### src/rtl/ram_wr_pkg.sv
// Shared types and default widths for the RAM write sequencer.
package ram_wr_pkg;

    localparam int RAM_ADDR_W       = 8;
    localparam int RAM_DATA_W       = 8;
    localparam int RAM_MAX_READ_LAT = 3;

    typedef enum logic [2:0] {
        ST_IDLE  = 3'd0,
        ST_WRITE = 3'd1,
        ST_READ  = 3'd2,
        ST_CHECK = 3'd3,
        ST_HOLD  = 3'd4
    } ram_wr_state_t;

endpackage

### src/rtl/ram_wr_seq.sv
// One RAM write per button press, with optional readback check.
// Readback is built only when RAM_WR_SEQ_VERIFY_EN is defined.
module ram_wr_seq
    import ram_wr_pkg::*;
#(
    parameter int ADDR_W   = RAM_ADDR_W,
    parameter int DATA_W   = RAM_DATA_W,
    parameter int READ_LAT = 1
) (
    input  logic              clk,
    input  logic              rst,
    input  logic              req_en,
    input  logic [ADDR_W-1:0] req_addr,
    input  logic [DATA_W-1:0] req_data,
    output logic              ram_we,
    output logic [ADDR_W-1:0] ram_addr,
    output logic [DATA_W-1:0] ram_wdata,
    input  logic [DATA_W-1:0] ram_rdata,
    output logic              busy,
    output logic              done,
    output logic              err,
    output logic              err_any,
    output logic [7:0]        wr_count
);

    generate
        if (READ_LAT < 1 || READ_LAT > RAM_MAX_READ_LAT) begin : g_bad_read_lat
            $error("ram_wr_seq: READ_LAT must be in 1..3");
        end
    endgenerate

    ram_wr_state_t     state_reg, state_next;
    logic [ADDR_W-1:0] cap_addr_reg;
    logic [DATA_W-1:0] cap_data_reg;
    logic              done_reg;
    logic [7:0]        wr_count_reg;
    logic              capture;
    logic              complete;

`ifdef RAM_WR_SEQ_VERIFY_EN
    localparam logic [1:0] LAT_M1 = 2'(READ_LAT - 1);

    logic [1:0] cnt_reg, cnt_next;
    logic       err_reg, err_any_reg;
    logic       mismatch;

    assign mismatch = (ram_rdata != cap_data_reg);
`endif

    always_comb begin
        state_next = state_reg;
        capture    = 1'b0;
        complete   = 1'b0;
`ifdef RAM_WR_SEQ_VERIFY_EN
        cnt_next   = cnt_reg;
`endif
        case (state_reg)
            ST_IDLE: begin
                if (req_en) begin
                    capture    = 1'b1;
                    state_next = ST_WRITE;
                end
            end
            ST_WRITE: begin
`ifdef RAM_WR_SEQ_VERIFY_EN
                // With single-cycle latency the data is already valid next cycle.
                cnt_next   = LAT_M1;
                state_next = (LAT_M1 == 2'd0) ? ST_CHECK : ST_READ;
`else
                complete   = 1'b1;
                state_next = ST_HOLD;
`endif
            end
`ifdef RAM_WR_SEQ_VERIFY_EN
            ST_READ: begin
                cnt_next = cnt_reg - 2'd1;
                if (cnt_reg <= 2'd1) begin
                    state_next = ST_CHECK;
                end
            end
            ST_CHECK: begin
                complete   = 1'b1;
                state_next = ST_HOLD;
            end
`endif
            ST_HOLD: begin
                if (!req_en) begin
                    state_next = ST_IDLE;
                end
            end
            default: state_next = ST_IDLE;
        endcase
    end

    always_ff @(posedge clk) begin
        if (rst) begin
            state_reg    <= ST_IDLE;
            cap_addr_reg <= '0;
            cap_data_reg <= '0;
            done_reg     <= 1'b0;
            wr_count_reg <= 8'd0;
        end else begin
            state_reg <= state_next;
            done_reg  <= complete;
            if (capture) begin
                cap_addr_reg <= req_addr;
                cap_data_reg <= req_data;
            end
            if (complete) begin
                wr_count_reg <= wr_count_reg + 8'd1;
            end
        end
    end

`ifdef RAM_WR_SEQ_VERIFY_EN
    always_ff @(posedge clk) begin
        if (rst) begin
            cnt_reg     <= 2'd0;
            err_reg     <= 1'b0;
            err_any_reg <= 1'b0;
        end else begin
            cnt_reg <= cnt_next;
            if (complete) begin
                err_reg     <= mismatch;
                err_any_reg <= err_any_reg | mismatch;
            end
        end
    end

    assign err     = err_reg;
    assign err_any = err_any_reg;
`else
    logic unused_rdata;
    assign unused_rdata = ^ram_rdata;
    assign err          = 1'b0;
    assign err_any      = 1'b0;
`endif

    // Address and data come straight from the capture registers, so they hold in IDLE/HOLD.
    assign ram_we    = (state_reg == ST_WRITE);
    assign ram_addr  = cap_addr_reg;
    assign ram_wdata = cap_data_reg;
    assign busy      = (state_reg != ST_IDLE);
    assign done      = done_reg;
    assign wr_count  = wr_count_reg;

endmodule
### config.mk
export PLATFORM = sky130hd
export DESIGN_NAME = ram_wr_seq
export DESIGN_NICKNAME = d
export VERILOG_FILES = /design/src/rtl/ram_wr_pkg.sv /design/src/rtl/ram_wr_seq.sv
export SDC_FILE = /design/constraint.sdc
export NUM_CORES = 1
export LEC_CHECK = 0
export ABC_AREA = 1
export BUFFER_PORTS_ARGS = -buffer_cell sky130_fd_sc_hd__buf_4
export CAP_MARGIN = 15
export CORE_MARGIN = 8
export CORE_UTILIZATION = 35
export CTS_BUF_LIST = sky130_fd_sc_hd__clkbuf_8
export CTS_CLUSTER_SIZE = 8
export DETAILED_ROUTE_END_ITERATION = 8
export PLACE_DENSITY = 0.63
export SLEW_MARGIN = 20
export SYNTH_ARGS = -nofsm -noshare
export SYNTH_HDL_FRONTEND = slang
export SYNTH_SLANG_ARGS = --single-unit
### constraint.sdc
create_clock -name clk -period 2.35 [get_ports clk]
set_input_delay 0.1175 -clock clk [delete_from_list [all_inputs] [get_ports clk]]
set_output_delay 0.1175 -clock clk [all_outputs]
set_load 0.05 [all_outputs]
==> metrics <==
outcome=finished, final reports clean; DIE AREA=between 4000 and 5000 sq um; clock tree buffer depth=2; Synth area leaders=dfxtp_1 (52%), nor2_1 (19%), o21ai_0 (7.7%), nand2_1 (4.3%), nand3_1 (1.9%); Worst VDD drop=around 470 uV; worst hold slack=0.04821 ns; flop2flop setup slack=around 1.0 ns; final core occ=51.01%; final setup TNS=0 ns; critical path capture point type=register; largest net degree at the start of global routing=23; Hold Vio Cnt, Final=0; Met3 Routed Length=roughly 320 microns; share of cells above drive strength 1=around 29%; share of the synthesized area in the top cell type=52.17%; highest routed layer=met3; dpl hpwl=1.981 mm; setup violators final=0; Power per Cell Area=a little over 700 nW/um^2; total gr overflow=0; Worst Tran Pin Value=about 0.55 ns; gpl congestion=between 0.7 and 0.8; CP Class=reg2reg; Clock Skews=between 0.004 and 0.005 ns; Reg clk slew, reported paths=0.09 ns; TritonCTS clock tree=yes; design area=1419 sq um; most frequent cells after synthesis=nor2_1 (52), dfxtp_1 (27), o21ai_0 (16); Worst EP required=around 2.5 ns; EDFF count, synth=0; metal2 WL=between 1 and 1.5 mm; asr flop ratio synth=0%; port bufs=45; Root Buffer=clkbuf_8; # DRC=0; Tot GR Track Use=approximately 10%; Tmin final=around 1.3 ns; Tot Pwr=roughly 1000 uW; first-pass GRT wire length=around 4.5 mm; drt wl/cell=about 12 microns; sequential element share of the synthesized area=between 50% and 60%; top-count cell post-synth=nor2_1; worst-path fanout max=17; via/cell ratio=approximately 4.7; post-route ant nets=0; Slew Limit Fails=0; Max Cap Viol=0; Hold Crit Class=in2reg; Placed Area=~1400 sq um; io pins=56; router iterations before antenna repair=4; Leak=roughly 0.00069 uW; Cell variety after synth=21; Synth Area per Inst=around 7.6 sq um; Die Wd=70.41 microns; crit path launch type=register; initial antenna violation count=0; final WL=roughly 2.6 mm; Worst Path Arrival=~1.5 ns; fmax=about 0.77 GHz; hold_buf cts=0; Antenna Cells=0; Yosys warnings=0; post-CTS setup buffers=0; Rows=19; #FFs+latches synth=27; Initial DRC Count=34; Syn Inst Count=136; CORE AREA=around 2800 sq um; worst skew pair latency=around 0.26 ns; P&R area growth vs syn=36.96%; vias in the first global route=between 1k and 1.5k; period utilisation layout=a little under three fifths; die height=approximately 70 microns; Initial Util=roughly 37%; TritonCTS buffer count=3; M1 WL=1.130 mm; Synth area leader=dfxtp_1; Synth Cell Area=1036 sq um; # H-tree levels=1; Sink Count=27; via count=~990; post-CTS sizing=0; RSZ-0062 raised after global routing=no; nets=roughly 210; commonest register cell after synthesis=dfxtp_1; Slew HR=a little under two thirds
[per-layer routing]
metal	vias to the layer above	global-route usage (%)
li1	515	-
met1	439	11.67
met2	35	16.50
met3	0	5.791
met4	0	2.009
met5	-	0
[layout by cell type (no fill, tap or decap), types with 3 or more instances in the layout]
master and n:
nor2_1 52, clkbuf_8 3, inv_1 6, nand2_1 12, nand3_1 4, buf_4 45, dfxtp_1 27, o21ai_0 16
[critical path, cell delays in order, from the launching register on]
cell,delay [ns]
dfxtp_1,0.35
inv_2,0.07
nand2_2,0.06
nor2_4,0.29
inv_2,0.22
nor2_1,0.15
nor2_1,0.06
[area by class of cell]
class | instances | area, sq um
clock buffer | 3 | 41.29
clock inverter | 1 | 3.754
fill | 286 | 1363
inverter | 7 | 26.28
multi-input combinational | 97 | 430.4
sequential | 27 | 540.5
tap | 31 | 38.79
timing repair buffer | 45 | 337.8
[final timing paths]
check / start / depth (start not counted) / endpoint
worst min register to register: ram_addr[6]$_SDFFE_PP0P_ / 2 / ram_addr[6]$_SDFFE_PP0P_
worst min-delay path: rst / 2 / done$_SDFF_PP0_
worst max-delay path: state_reg[0]$_SDFFE_PP0P_ / 6 / ram_addr[4]$_SDFFE_PP0P_
worst max register to register: state_reg[0]$_SDFFE_PP0P_ / 6 / ram_addr[4]$_SDFFE_PP0P_
[power breakdown]
group | internal, uW | switching [uW] | leakage [uW]
clock | 117 | 136 | 0.0000269
sequential | 490 | 20.2 | 0.000222
combinational | 81.3 | 188 | 0.000446
[through the flow]
stage,cells,worst slack (ns)
after floorplan,137,0.7319
after global placement,207,1.107
after detailed placement,207,1.068
after CTS,211,1.044
after global routing,211,0.9130
final,211,1.047
[logic make-up after synthesis]
logic type,count (synthesis),share of synthesized area [%]
adders and majority gates,1,1.208
other,1,0.3620
and+or+nand+nor,71,27.54
DFF,27,52.17
AOI/OAI and AO/OA,21,10.39
xor gates and xnor gates,2,1.691
buffers and inverters,13,6.642
Power figures use the tool's default switching activity.
